## src/rtl/eddsa_seq_ctrl_if.sv

```systemverilog
// eddsa_seq_ctrl_if: EdDSA accelerator command bus.
// master = sequencer side (drives control/address/write data),
// slave  = accelerator wrapper side (returns read data and completion flags).
interface eddsa_seq_ctrl_if #(
    parameter int unsigned WIDTH = 64
);
    logic [3:0]       itf_control;
    logic [WIDTH-1:0] itf_address;
    logic [WIDTH-1:0] itf_data_in;
    logic [WIDTH-1:0] itf_data_out;
    logic             itf_end_op;
    logic             itf_error;

    modport master (
        output itf_control,
        output itf_address,
        output itf_data_in,
        input  itf_data_out,
        input  itf_end_op,
        input  itf_error
    );

    modport slave (
        input  itf_control,
        input  itf_address,
        input  itf_data_in,
        output itf_data_out,
        output itf_end_op,
        output itf_error
    );
endinterface

```

## src/rtl/eddsa_seq_ctrl.sv

```systemverilog
// eddsa_seq_ctrl: stages operand words from the host, then drives the EdDSA
// accelerator bus through reset, op-select load, operand loads, start, wait
// for completion and result readback.
// Optional build macro EDDSA_SEQ_TIMEOUT_EN adds a WAIT watchdog that aborts
// with status TIMEOUT after TIMEOUT_CYCLES cycles.
module eddsa_seq_ctrl #(
    parameter int unsigned WIDTH          = 64,
    parameter int unsigned N_WORDS        = 34,
    parameter int unsigned RD_BASE        = 26,
    parameter int unsigned RD_WORDS       = 8,
    parameter int unsigned TIMEOUT_CYCLES = 2000000
) (
    input  logic             clk,
    input  logic             rst,
    input  logic             go,
    input  logic [3:0]       op,
    input  logic             wr_en,
    input  logic [5:0]       wr_addr,
    input  logic [WIDTH-1:0] wr_data,
    input  logic             clr,
    output logic             busy,
    output logic             done,
    output logic [1:0]       status,
    output logic             res_valid,
    output logic [3:0]       res_idx,
    output logic [WIDTH-1:0] res_data,
    eddsa_seq_ctrl_if.master itf
);

    localparam logic [3:0] CTL_RST   = 4'b0111;
    localparam logic [3:0] CTL_LOAD  = 4'b0101;
    localparam logic [3:0] CTL_IDLE  = 4'b0001;
    localparam logic [3:0] CTL_START = 4'b0000;

    localparam logic [1:0] ST_OK      = 2'b00;
    localparam logic [1:0] ST_ITF_ERR = 2'b01;
    localparam logic [1:0] ST_TMO     = 2'b10;
    localparam logic [1:0] ST_BAD_OP  = 2'b11;

    typedef enum logic [3:0] {
        S_IDLE,
        S_ITF_RST,
        S_LD_OP,
        S_LD_ADDR,
        S_LD_DATA,
        S_START,
        S_WAIT,
        S_RD_ADDR,
        S_RD_DATA,
        S_FIN,
        S_TMO_RST
    } state_t;

    state_t           state_q, state_n;
    logic [3:0]       op_q, op_n;
    logic             ph_q, ph_n;
    logic [5:0]       idx_q, idx_n;
    logic [3:0]       rdk_q, rdk_n;
    logic [3:0]       ctl_q, ctl_n;
    logic [WIDTH-1:0] addr_q, addr_n;
    logic [WIDTH-1:0] din_q, din_n;
    logic             busy_q, busy_n;
    logic             done_q, done_n;
    logic [1:0]       status_q, status_n;
    logic             rv_q, rv_n;
    logic [3:0]       ridx_q, ridx_n;
    logic [WIDTH-1:0] rdata_q, rdata_n;
    logic             load_adv;

    logic [WIDTH-1:0] word_mem [N_WORDS];
    logic [N_WORDS-1:0] vld_q;
    logic             wr_ok;
    logic             scan_found;
    logic [5:0]       scan_idx;

`ifdef EDDSA_SEQ_TIMEOUT_EN
    logic [31:0]      tmo_q, tmo_n;
`else
    // Timeout depth only matters when the watchdog is compiled in.
    logic [31:0]      unused_tmo;
    assign unused_tmo = 32'(TIMEOUT_CYCLES);
`endif

    assign wr_ok = wr_en && !busy_q && (wr_addr != 6'd0) && (32'(wr_addr) < N_WORDS);

    assign busy             = busy_q;
    assign done             = done_q;
    assign status           = status_q;
    assign res_valid        = rv_q;
    assign res_idx          = ridx_q;
    assign res_data         = rdata_q;
    assign itf.itf_control  = ctl_q;
    assign itf.itf_address  = addr_q;
    assign itf.itf_data_in  = din_q;

    // Operand valid bits: clr beats a same-cycle write; both ignored while busy.
    always_ff @(posedge clk) begin
        if (rst) begin
            vld_q <= '0;
        end else if (!busy_q) begin
            if (clr) begin
                vld_q <= '0;
            end else if (wr_ok) begin
                vld_q[wr_addr] <= 1'b1;
            end
        end
    end

    // Operand word storage (no reset needed, qualified by the valid bits).
    always_ff @(posedge clk) begin
        if (wr_ok) begin
            word_mem[wr_addr] <= wr_data;
        end
    end

    // Lowest valid index above the current one; skipped entries cost no cycles.
    always_comb begin
        scan_found = 1'b0;
        scan_idx   = '0;
        for (int unsigned i = 0; i < N_WORDS; i++) begin
            if (!scan_found && vld_q[i] && (state_q == S_LD_OP || i > 32'(idx_q))) begin
                scan_found = 1'b1;
                scan_idx   = 6'(i);
            end
        end
    end

    // Next-state and next-output logic; outputs are registered with the state.
    always_comb begin
        state_n  = state_q;
        op_n     = op_q;
        ph_n     = 1'b0;
        idx_n    = idx_q;
        rdk_n    = rdk_q;
        ctl_n    = ctl_q;
        addr_n   = addr_q;
        din_n    = din_q;
        busy_n   = busy_q;
        done_n   = 1'b0;
        status_n = status_q;
        rv_n     = 1'b0;
        ridx_n   = ridx_q;
        rdata_n  = rdata_q;
        load_adv = 1'b0;
`ifdef EDDSA_SEQ_TIMEOUT_EN
        tmo_n    = tmo_q;
`endif

        case (state_q)
            S_IDLE: begin
                if (go) begin
                    if (op == 4'd0) begin
                        status_n = ST_BAD_OP;
                        state_n  = S_FIN;
                    end else begin
                        op_n     = op;
                        busy_n   = 1'b1;
                        status_n = ST_OK;
                        ctl_n    = CTL_RST;
                        state_n  = S_ITF_RST;
                    end
                end
            end
            S_ITF_RST: begin
                ctl_n   = CTL_LOAD;
                addr_n  = '0;
                din_n   = {{(WIDTH-4){1'b0}}, op_q};
                state_n = S_LD_OP;
            end
            S_LD_OP: begin
                if (!ph_q) begin
                    ph_n = 1'b1;
                end else begin
                    load_adv = 1'b1;
                end
            end
            S_LD_ADDR: begin
                din_n   = word_mem[idx_q];
                state_n = S_LD_DATA;
            end
            S_LD_DATA: begin
                load_adv = 1'b1;
            end
            S_START: begin
`ifdef EDDSA_SEQ_TIMEOUT_EN
                tmo_n = '0;
`endif
                state_n = S_WAIT;
            end
            S_WAIT: begin
                if (itf.itf_error) begin
                    status_n = ST_ITF_ERR;
                    state_n  = S_FIN;
                end else if (itf.itf_end_op) begin
                    ctl_n   = CTL_IDLE;
                    addr_n  = WIDTH'(RD_BASE);
                    rdk_n   = '0;
                    state_n = S_RD_ADDR;
                end
`ifdef EDDSA_SEQ_TIMEOUT_EN
                else if (tmo_q == 32'(TIMEOUT_CYCLES - 1)) begin
                    status_n = ST_TMO;
                    ctl_n    = CTL_RST;
                    state_n  = S_TMO_RST;
                end else begin
                    tmo_n = tmo_q + 32'd1;
                end
`endif
            end
            S_RD_ADDR: begin
                state_n = S_RD_DATA;
            end
            S_RD_DATA: begin
                rv_n    = 1'b1;
                ridx_n  = rdk_q;
                rdata_n = itf.itf_data_out;
                if (32'(rdk_q) == RD_WORDS - 1) begin
                    state_n = S_FIN;
                end else begin
                    rdk_n   = rdk_q + 4'd1;
                    addr_n  = WIDTH'(RD_BASE) + WIDTH'(rdk_q) + WIDTH'(1);
                    state_n = S_RD_ADDR;
                end
            end
            S_TMO_RST: begin
                state_n = S_FIN;
            end
            S_FIN: begin
                state_n = S_IDLE;
            end
            default: begin
                state_n = S_IDLE;
            end
        endcase

        // LD_OP's second cycle and every LD_DATA share the same exit:
        // jump to the next valid entry, or straight to START if none is left.
        if (load_adv) begin
            if (scan_found) begin
                idx_n   = scan_idx;
                addr_n  = WIDTH'(scan_idx);
                state_n = S_LD_ADDR;
            end else begin
                ctl_n   = CTL_START;
                state_n = S_START;
            end
        end

        // Every path into FIN (normal, error, timeout, bad op) looks the same on the bus.
        if (state_n == S_FIN) begin
            ctl_n  = CTL_IDLE;
            addr_n = '0;
            busy_n = 1'b0;
            done_n = 1'b1;
        end
    end

    // State and registered outputs.
    always_ff @(posedge clk) begin
        if (rst) begin
            state_q  <= S_IDLE;
            op_q     <= '0;
            ph_q     <= 1'b0;
            idx_q    <= '0;
            rdk_q    <= '0;
            ctl_q    <= CTL_IDLE;
            addr_q   <= '0;
            din_q    <= '0;
            busy_q   <= 1'b0;
            done_q   <= 1'b0;
            status_q <= ST_OK;
            rv_q     <= 1'b0;
            ridx_q   <= '0;
            rdata_q  <= '0;
        end else begin
            state_q  <= state_n;
            op_q     <= op_n;
            ph_q     <= ph_n;
            idx_q    <= idx_n;
            rdk_q    <= rdk_n;
            ctl_q    <= ctl_n;
            addr_q   <= addr_n;
            din_q    <= din_n;
            busy_q   <= busy_n;
            done_q   <= done_n;
            status_q <= status_n;
            rv_q     <= rv_n;
            ridx_q   <= ridx_n;
            rdata_q  <= rdata_n;
        end
    end

`ifdef EDDSA_SEQ_TIMEOUT_EN
    // Watchdog counter for the WAIT state.
    always_ff @(posedge clk) begin
        if (rst) begin
            tmo_q <= '0;
        end else begin
            tmo_q <= tmo_n;
        end
    end
`endif

endmodule
```

## src/flat_wrapper.sv

```systemverilog
// flat-port wrapper written by rule: the top's interface ports become plain ports
module eddsa_seq_ctrl_flat 
#(
    parameter int unsigned WIDTH          = 64,
    parameter int unsigned N_WORDS        = 34,
    parameter int unsigned RD_BASE        = 26,
    parameter int unsigned RD_WORDS       = 8,
    parameter int unsigned TIMEOUT_CYCLES = 2000000
)
  (clk, rst, go, op, wr_en, wr_addr, wr_data, clr, busy, done, status, res_valid, res_idx, res_data, itf_itf_control, itf_itf_address, itf_itf_data_in, itf_itf_data_out, itf_itf_end_op, itf_itf_error);
  eddsa_seq_ctrl_if #(.WIDTH(WIDTH)) itf_i ();
  input  logic clk;
  input  logic rst;
  input  logic go;
  input  logic [3:0] op;
  input  logic wr_en;
  input  logic [5:0] wr_addr;
  input  logic [WIDTH-1:0] wr_data;
  input  logic clr;
  output logic busy;
  output logic done;
  output logic [1:0] status;
  output logic res_valid;
  output logic [3:0] res_idx;
  output logic [WIDTH-1:0] res_data;
  output wire logic [$bits(itf_i.itf_control)-1:0] itf_itf_control;
  output wire logic [$bits(itf_i.itf_address)-1:0] itf_itf_address;
  output wire logic [$bits(itf_i.itf_data_in)-1:0] itf_itf_data_in;
  input wire logic [$bits(itf_i.itf_data_out)-1:0] itf_itf_data_out;
  input wire logic [$bits(itf_i.itf_end_op)-1:0] itf_itf_end_op;
  input wire logic [$bits(itf_i.itf_error)-1:0] itf_itf_error;
  assign itf_itf_control = itf_i.itf_control;
  assign itf_itf_address = itf_i.itf_address;
  assign itf_itf_data_in = itf_i.itf_data_in;
  assign itf_i.itf_data_out = itf_itf_data_out;
  assign itf_i.itf_end_op = itf_itf_end_op;
  assign itf_i.itf_error = itf_itf_error;
  eddsa_seq_ctrl #(.WIDTH(WIDTH), .N_WORDS(N_WORDS), .RD_BASE(RD_BASE), .RD_WORDS(RD_WORDS), .TIMEOUT_CYCLES(TIMEOUT_CYCLES)) u_core (.clk(clk), .rst(rst), .go(go), .op(op), .wr_en(wr_en), .wr_addr(wr_addr), .wr_data(wr_data), .clr(clr), .busy(busy), .done(done), .status(status), .res_valid(res_valid), .res_idx(res_idx), .res_data(res_data), .itf(itf_i));
endmodule
```

## config.mk

```make
export PLATFORM = sky130hd
export DESIGN_NAME = eddsa_seq_ctrl_flat
export DESIGN_NICKNAME = d
export VERILOG_FILES = /design/src/rtl/eddsa_seq_ctrl_if.sv /design/src/rtl/eddsa_seq_ctrl.sv /design/src/flat_wrapper.sv
export SDC_FILE = /design/constraint.sdc
export NUM_CORES = 2
export LEC_CHECK = 0
export CAP_MARGIN = 5
export CORE_MARGIN = 8
export CORE_UTILIZATION = 45
export CTS_CLUSTER_SIZE = 14
export DETAILED_ROUTE_END_ITERATION = 10
export SETUP_SLACK_MARGIN = 0.1
export SLEW_MARGIN = 30
export SYNTH_ARGS = -nofsm -noshare
export SYNTH_HDL_FRONTEND = slang
export SYNTH_SLANG_ARGS = --single-unit
```

## constraint.sdc

```tcl
create_clock -name clk -period 6.5 [get_ports clk]
set_input_delay 1.625 -clock clk [delete_from_list [all_inputs] [get_ports clk]]
set_output_delay 1.625 -clock clk [all_outputs]
set_load 0.02 [all_outputs]
```

==> metrics.txt <==
via count=45900; Final Skew=roughly 0.072 ns; Residual DRC=0; CP required=around 7 ns; Cells after DPL=between 7000 and 8000; Slowest-stage cell, CP=nor2_4; first-pass GRT wire length=approximately 340000 um; Post-DP HPWL=around 140000 um; CP Launch Type=input pin; die width=between 400 and 500 um; final setup fails=0; Final Hold Vio Count=0; Worst path max stage delay=approximately 0.64 ns; top-count cell post-synth=edfxtp_1; RSZ-0062 raised after global routing=no; Final min period=4.23 ns; Syn Inst Count=approximately 4400; cts repair resizes=0; largest net degree at the start of global routing=between 100 and 150; DP Area=a little over 0.1 sq mm; crit-path cells=clkdlybuf4s50_1, nor2_1, nand2_1, nand2_1, and3_1, nand3_1, nor2_4, buf_4; Setup Buffers After CTS=0; FMAX=237 MHz; TritonCTS buffer count=approximately 280; CTS tree=built; clock-pin slew on the worst setup and hold paths=~0.060 ns; Worst Max-Slew Pin Slew=0.946 ns; hold crit path type=reg -> reg; Hold Path Cell Cnt=2; Longest Clk Path Bufs=4; port buffer count=349; Seq/Total Area, Yosys=76.3%; total power=33.7 mW; worst reg-to-reg path cell count=6; status=finished clean; antenna violations before repair=15; Yosys top cell area share=70.6%; final instance area=0.109 sq mm; final net count=5149; Synth area leaders=edfxtp_1 (71%), mux4_2 (16%), dfxtp_1 (5.7%); HP Start=u_core.res_data[16]; Layout Utilization=between 50% and 60%; synth cell count leaders=edfxtp_1 (2176), mux4_2 (640), dfxtp_1 (264); Netlist cell types=77; Slew Limit Fails=0; Synth Flop Type=edfxtp_1; via density per instance=5.83; critical path class=in -> reg; Worst Hold Path EP=u_core.res_data[16]; Top-Level Pins=between 300 and 400; chip height=around 470 um; Starting Density=45.3%; R2R setup slack=2.83 ns; Layout Area Growth over Synthesis=17.6%; mapped cell area=about 0.093 sq mm; terminus of the critical flop-to-flop path=u_core.itf.itf_data_in[26]; share of cells above drive strength 1=25.1%; Peak VDD IR=~0.00031 V; Crit path top cell by count=nand2_1; relative slew slack=36.9%; setup TNS=0 ns; syn avg cell area=around 21 sq um; total of max-cap violations=0; WL/cell=29.5 um; share of flip-flops with an asynchronous set or reset=0%; Die ar.=around 0.22 sq mm; PD cells=just over 300 mW/mm^2; grt ovf=0; First-pass DRT Iterations=5; Synth area leader=edfxtp_1; remaining antenna violation count after routing=0; clock latency on the worst-skew pair=0.90 ns; Post-synth EDFFs=2176; Worst Path Arrival=between 4 and 5 ns; vias in the first global route=about 46000; Crit. End Element=register; Seq cells post-synth=approximately 2400; drt initial violations=4413; Ys Warns=0; CORE AREA=a little over 0.2 sq mm; number of cell rows=approximately 170; crit path max fanout=20; P_leak=between 30 and 40 nW; Layout Cells excl Fill=7884; total track usage=between 20 and 25%; hold_buf cts=0; # H-tree levels=5; GP Congestion=between 0.8 and 0.9; Final period util=roughly 65%; drt total wl=around 230000 um; clock root buffer=clkbuf_16; clock sinks=2440
==> cells by family after synthesis <==
| logic type | after synthesis | share of synthesized area (%) |
|---|---|---|
| xor+xnor | 7 | 0.0662 |
| mux | 770 | 17.1 |
| buf+inv | 259 | 1.16 |
| other cells | 1 | 0.00405 |
| simple gates | 532 | 2.74 |
| fa+ha+maj | 5 | 0.0676 |
| flops | 2440 | 76.3 |
| compound gates | 382 | 2.64 |
==> worst max-delay path: cells and delay by family <==
kind,cells,cell delay (ns)
simple gates,6,1.97
buf+inv,2,1.10
==> state kept, by name, indices dropped and copies added, names as in the netlist, named ones only <==
signal / cells
u_core.status: 2
u_core.res_idx: 4
u_core.rdk_q: 4
u_core.word_mem: 2176
u_core.done: 1
u_core.res_data: 64
u_core.res_valid: 1
u_core.itf.itf_control: 4
u_core.vld_q: 34
u_core.itf.itf_data_in: 64
u_core.idx_q: 6
u_core.ph_q: 1
u_core.itf.itf_address: 64
u_core.op_q: 4
u_core.state_q: 4
u_core.busy: 1
==> report_power, final <==
| group | internal, mW | total [mW] | switching (mW) |
|---|---|---|---|
| sequential | 17.2 | 17.3 | 0.121 |
| clock | 8.53 | 14.5 | 5.97 |
| combinational | 0.717 | 1.82 | 1.10 |
==> placed cells by master, fill, tap and decap left out, drive strengths merged, types with 14 or more instances in the layout <==
cell | netlist | final
inv | 14 | 24
o21ai | 85 | 85
conb | 1 | 64
a21oi | 140 | 140
nand2 | 227 | 227
clkinv | 0 | 90
clkdlybuf4s50 | 0 | 334
and2 | 64 | 64
mux4 | 640 | 640
edfxtp | 2176 | 2176
nor2 | 126 | 126
nor3 | 16 | 16
buf | 71 | 172
mux2 | 60 | 60
a22o | 61 | 61
clkbuf | 174 | 355
dfxtp | 264 | 264
nand3 | 14 | 14
mux2i | 70 | 70
==> how the worst max path moves through the flow <==
stage	end	startpoint	depth (start not counted)
after global routing	u_core.word_mem[21][41]	wr_addr[2]	9
after global placement	u_core.word_mem[21][46]	wr_addr[2]	9
after floorplan	u_core.word_mem[15][0]	wr_addr[5]	5
after CTS	u_core.word_mem[26][21]	wr_addr[1]	8
after detailed placement	u_core.word_mem[26][23]	wr_addr[2]	8
final	u_core.word_mem[26][21]	wr_addr[1]	8
==> per-layer routing <==
| metal | vias to the layer above | track usage [%] | wire, um |
|---|---|---|---|
| met2 | 1720 | 32.7 | 110000 |
| li1 | 19300 | - | - |
| met4 | 4 | 5.00 | 5270 |
| met1 | 24500 | 29.8 | 102000 |
| met3 | 331 | 3.72 | 15100 |
| met5 | - | 0 | 26 |
==> area by class of cell <==
class                      instances  area [sq um]
tap                             2688          3360
antenna                            7          17.5
sequential                      2440         70700
multi-input combinational       1760         21400
inverter                          14          52.6
timing repair buffer             508          5100
clock buffer                     353          7440
clock inverter                   114           906
fill                           15800         95700
==> stage by stage <==
step           hold slack [ns]  setup WS, ns
3_3_place_gp             0.440          1.40
3_5_place_dp             0.443          1.44
2_1_floorplan            0.420         0.881
6_report                 0.453          2.27
5_1_grt                  0.467          2.04
4_1_cts                  0.456          2.39
(Power assumes the default switching activity.)
